<file path="config.mk">
export PLATFORM = sky130hd
export DESIGN_NAME = vee_ctrl
export DESIGN_NICKNAME = d
export VERILOG_FILES = /design/src/rtl/vee_ctrl.sv
export SDC_FILE = /design/constraint.sdc
export NUM_CORES = 1
export LEC_CHECK = 0
export ABC_AREA = 1
export CAP_MARGIN = 20
export CORE_AREA = 2 2 54 81
export DETAILED_ROUTE_END_ITERATION = 10
export DIE_AREA = 0 0 56 83
export SYNTH_ARGS = -nofsm -noshare
export SYNTH_HDL_FRONTEND = slang
export SYNTH_SLANG_ARGS = --single-unit
</file>
<file path="constraint.sdc">
create_clock -name DOUB_BLF -period 2.05 [get_ports DOUB_BLF]
set_clock_uncertainty 0.2 [all_clocks]
set_input_delay 0.5125 -clock DOUB_BLF [delete_from_list [all_inputs] [get_ports DOUB_BLF]]
set_output_delay 0.5125 -clock DOUB_BLF [all_outputs]
set_load 0.03 [all_outputs]
</file>
<file path="src/rtl/vee_ctrl.sv">
// vee_ctrl: EEPROM VEE supply sequencer (build with VEE_RETRY_EN for one automatic ramp retry).
module vee_ctrl #(
  parameter int RAMP_MAX   = 64,
  parameter int SETTLE_CYC = 4,
  parameter int DISCHG_CYC = 8,
  parameter int CNT_W      = 8
) (
  input  logic DOUB_BLF,
  input  logic rst,
  input  logic vee_req,
  input  logic tag_status,
  input  logic vee_det,
  output logic cp_en,
  output logic dis_en,
  output logic vee_rdy,
  output logic vee_timeout,
  output logic vee_drop
);
  typedef enum logic [2:0] {IDLE, RAMP, SETTLE, READY, DISCHG} state_t;
  localparam logic [CNT_W-1:0] RAMP_LAST = CNT_W'(RAMP_MAX - 1);
  localparam logic [CNT_W-1:0] STAB_DONE = CNT_W'(SETTLE_CYC);
  localparam logic [CNT_W-1:0] DIS_LAST  = CNT_W'(DISCHG_CYC - 1);
  state_t state, nxt;
  logic [CNT_W-1:0] ramp_cnt, stab_cnt, dis_cnt;
  logic det_m, det_s;
  logic in_ramp, shut, ready_hit, tmo, tmo_set, retry_back, ramp_entry;
  function automatic logic [CNT_W-1:0] inc(input logic [CNT_W-1:0] c);
    return (c == '1) ? c : c + 1'b1;
  endfunction
  assign in_ramp    = (state == RAMP) || (state == SETTLE);
  assign shut       = !vee_req || tag_status;
  assign ready_hit  = (state == SETTLE) && det_s && (stab_cnt == STAB_DONE);
  assign tmo        = in_ramp && !shut && !ready_hit && (ramp_cnt == RAMP_LAST);
  assign ramp_entry = (nxt == RAMP) && !in_ramp;
`ifdef VEE_RETRY_EN
  logic retry;
  // first timeout arms a retry; any other exit from the ramp path disarms it
  always_ff @(posedge DOUB_BLF) begin
    if (rst) retry <= 1'b0;
    else if (tmo) retry <= !retry;
    else if ((nxt == DISCHG && state != DISCHG) || nxt == IDLE || nxt == READY) retry <= 1'b0;
  end
  assign retry_back = retry && vee_req && !tag_status;
  assign tmo_set    = tmo && retry;
`else
  assign retry_back = 1'b0;
  assign tmo_set    = tmo;
`endif
  // two-flop synchroniser for the asynchronous comparator
  always_ff @(posedge DOUB_BLF) begin
    if (rst) {det_m, det_s} <= 2'b00;
    else {det_m, det_s} <= {vee_det, det_m};
  end
  // next-state decode; shutdown beats timeout, READY beats timeout
  always_comb begin
    nxt = state;
    case (state)
      IDLE:    nxt = (vee_req && !tag_status) ? RAMP : IDLE;
      RAMP:    nxt = (shut || tmo) ? DISCHG : det_s ? SETTLE : RAMP;
      SETTLE:  nxt = (shut || tmo) ? DISCHG : ready_hit ? READY : det_s ? SETTLE : RAMP;
      READY:   nxt = shut ? DISCHG : det_s ? READY : RAMP;
      DISCHG:  nxt = (dis_cnt == DIS_LAST) ? (retry_back ? RAMP : IDLE) : DISCHG;
      default: nxt = IDLE;
    endcase
  end
  // state, counters and outputs registered from the next state
  always_ff @(posedge DOUB_BLF) begin
    if (rst) begin
      state       <= IDLE;
      ramp_cnt    <= '0;
      stab_cnt    <= '0;
      dis_cnt     <= '0;
      cp_en       <= 1'b0;
      dis_en      <= 1'b0;
      vee_rdy     <= 1'b0;
      vee_timeout <= 1'b0;
      vee_drop    <= 1'b0;
    end else begin
      state       <= nxt;
      ramp_cnt    <= ramp_entry ? '0 : in_ramp ? inc(ramp_cnt) : ramp_cnt;
      stab_cnt    <= (nxt == SETTLE) ? ((state == SETTLE) ? inc(stab_cnt) : CNT_W'(1)) : '0;
      dis_cnt     <= (state == DISCHG) ? inc(dis_cnt) : '0;
      cp_en       <= (nxt == RAMP) || (nxt == SETTLE) || (nxt == READY);
      dis_en      <= nxt == DISCHG;
      vee_rdy     <= nxt == READY;
      vee_drop    <= (state == READY) && (nxt == RAMP);
      vee_timeout <= ramp_entry ? 1'b0 : tmo_set ? 1'b1 : vee_timeout;
    end
  end
endmodule
</file>
==> results_dict.tcl <==
set metrics [dict create \
    leakage_nw 0.782 \
    synth.most_common_cell "nor2_1" \
    nFillCells 406 \
    synth_area_mm2 0.00169 \
    start_kind "flop" \
    finalWeightedCongestion 0.778 \
    grt_use_total_pct 13.3 \
    worst_pin_slew_ps 477 \
    utilization_pct 50.4 \
    period_share_pct 97.0 \
    synth-edff-count 0 \
    finalSetupViolCount 0 \
    dieWidth_um 56 \
    outcome "complete, no violations" \
    clock_sinks 34 \
    tritoncts "built" \
    grt_start_max_net_pins 11 \
    hold_viol_final 0 \
    regArea_um2 681 \
    post-cts-setup-buffer-count 0 \
    synth_top_area_share_pct 40.3 \
    yosys.area.top_type "dfxtp_1" \
    crit_path_top_delay_cell "clkdlybuf4s50_1" \
    async_flop_share_pct 0 \
    avgSynthCellArea_um2 7.18 \
    hold_class "flop to flop" \
    core.rowCount 28 \
    fmax_mhz 503 \
    crit_fanout 2 \
    finalMaxSlewViolations 0 \
    coreArea_mm2 0.00392 \
    first_iter_violations 19 \
    via_count 1453 \
    viasPerCell 4.81 \
    layout_setup_ws_ps 61.4 \
    crit_buf_inv 1 \
    syn_inst 235 \
    synthToLayoutAreaGrowth_pct 17.1 \
    globalRouteOverflowTotal 0 \
    wl_per_cell_um 9.96 \
    diodes 0 \
    grt_pass1_wl_um 5090 \
    clockBufferDepth 2 \
    antenna_found_initial 0 \
    cellPowerDensity_mw_per_mm2 631 \
    floorplan.die_area_mm2 0.00465 \
    synth_fp_nets 244 \
    fin_crit_ps 1990 \
    drt_pass1_iterations 6 \
    cts-root-buf "clkbuf_8" \
    synthDistinctLibCells 30 \
    initial_utilization_pct 43.0 \
    grt_pass1_vias 1334 \
    yosysWarnings 0 \
    yosysSeqAreaShare_pct 40.3 \
    rsz0062_at_grt "no" \
    htree_num_levels 2 \
    drive_above_1_share_pct 13.6 \
    multi_input_area_um2 863 \
    worstSetupPathType "flop to output port" \
    vdd_ir_drop_max_mv 0.484 \
    critPathMaxStageDelay_ps 670 \
    cp.required_ps 1340 \
    ios 10 \
    drt-total-wl_um 3010 \
    crit_chain "clkdlybuf4s50_1" \
    numCtsBuffers 5 \
    ant_nets 0 \
    maxCapViolations 0 \
    dpl.hpwl_um 2350 \
    drc_errors 0 \
    ys_top_cells_by_count "43 x nor2_1, 39 x inv_1, 34 x dfxtp_1, 34 x nand2_1, 14 x nand3_1" \
    clkSlewWorstSetupHoldPaths_ps 70 \
    fin_nets 265 \
    cp-end-kind "output port" \
    port_buffers 9 \
    die_y_um 83 \
    ys_ff_latch 34 \
    cp_top_family "buffers and inverters" \
    arrival_ps 1280 \
    dp_worst_setup_slack_ps -255 \
    relSlewSlack_pct 67.8 \
    power_mw 1.25 \
    hold_buffers 0 \
    synth.top_cells.by_area "dfxtp_1 40%, nor2_1 9.6%, inv_1 8.7%" \
    synth_ff_type "dfxtp_1" \
    clk_latency_ps 280 \
]
## final cells by class
cell class | count | share of cell area, %
inverter | 42 | 7.97
clock inverter | 1 | 0.253
multi-input combinational | 159 | 43.7
sequential | 34 | 34.4
tap | 45 | 2.85
timing repair buffer | 14 | 6.46
clock buffer | 7 | 4.37
## cells by family (layout without fill, tap and decap cells)
| kind of cell | count (synthesis) | count (layout) | share of synthesized area (%) |
|---|---|---|---|
| flip-flops | 34 | 34 | 40.3 |
| XOR/XNOR | 7 | 7 | 3.63 |
| adder cells (fa/ha/maj) | 4 | 4 | 2.97 |
| AND/OR/NAND/NOR | 115 | 116 | 32.7 |
| AO/OA/AOI/OAI | 32 | 32 | 10.6 |
| buffers and inverters | 43 | 64 | 9.79 |
## path summary, 6_finish.rpt
path / start / to / slack [ps] / depth (start not counted)
worst max-delay path: vee_timeout$_SDFFE_PP0P_ / vee_timeout / 60 / 1
worst min register to register: det_m$_SDFF_PP0_ / det_s$_SDFF_PP0_ / 210 / 2
worst max register to register: stab_cnt[0]$_SDFFE_PP0P_ / stab_cnt[1]$_SDFFE_PP0P_ / 210 / 12
worst min-delay path: det_m$_SDFF_PP0_ / det_s$_SDFF_PP0_ / 210 / 2
## registers in the layout, summed over array words and instances (netlist names)
| name | flops |
|---|---|
| cp_en | 1 |
| stab_cnt | 8 |
| det_s | 1 |
| dis_en | 1 |
| det_m | 1 |
| vee_timeout | 1 |
| vee_rdy | 1 |
| vee_drop | 1 |
| ramp_cnt | 8 |
| state | 3 |
| dis_cnt | 8 |
## routing by layer
metal	share of wire [%]	vias to the layer above	track usage, %
li1	-	791	-
met1	42	639	13.8
met2	54	17	24.6
met3	2.0	6	2.80
met4	2.2	0	6.49
met5	0	-	0
## per-stage QoR
step,TNS [ps],cells,hold slack (ps),instance area (µm²)
6_report,0,302,206,1980
3_5_place_dp,-5000,293,203,1860
3_3_place_gp,-4700,293,200,1860
2_1_floorplan,0,235,188,1690
4_1_cts,0,301,212,1960
5_1_grt,0,302,224,1980
## report_power, final
part	internal (mW)	total (mW)	leakage (nW)	switching [mW]
clock network	0.271	0.499	0.0482	0.229
registers	0.669	0.674	0.275	0.00501
logic	0.0296	0.0739	0.459	0.0443
## cells in the final DEF, fill, tap and decap left out, types with 2 or more instances in the layout
cell type,instances
o21ai_0,9
nand4_1,4
nand2_4,2
inv_1,38
xor2_1,6
o21ai_1,3
nand3_1,13
nor2_2,3
clkdlybuf4s50_1,9
buf_4,5
dfxtp_1,34
a21oi_1,12
a311oi_1,2
nand2_2,5
a31oi_1,4
nor2_1,42
inv_2,4
nand3_2,3
nor3_1,3
nand2_1,34
ha_1,4
clkbuf_8,6
## repair_timing
item / 4_1_cts / 5_1_grt
gates resized for setup: 0 / 5
hold endpoints to repair: 0 / 0
setup endpoints to repair: 0 / 17
Power figures use the tool's default switching activity.
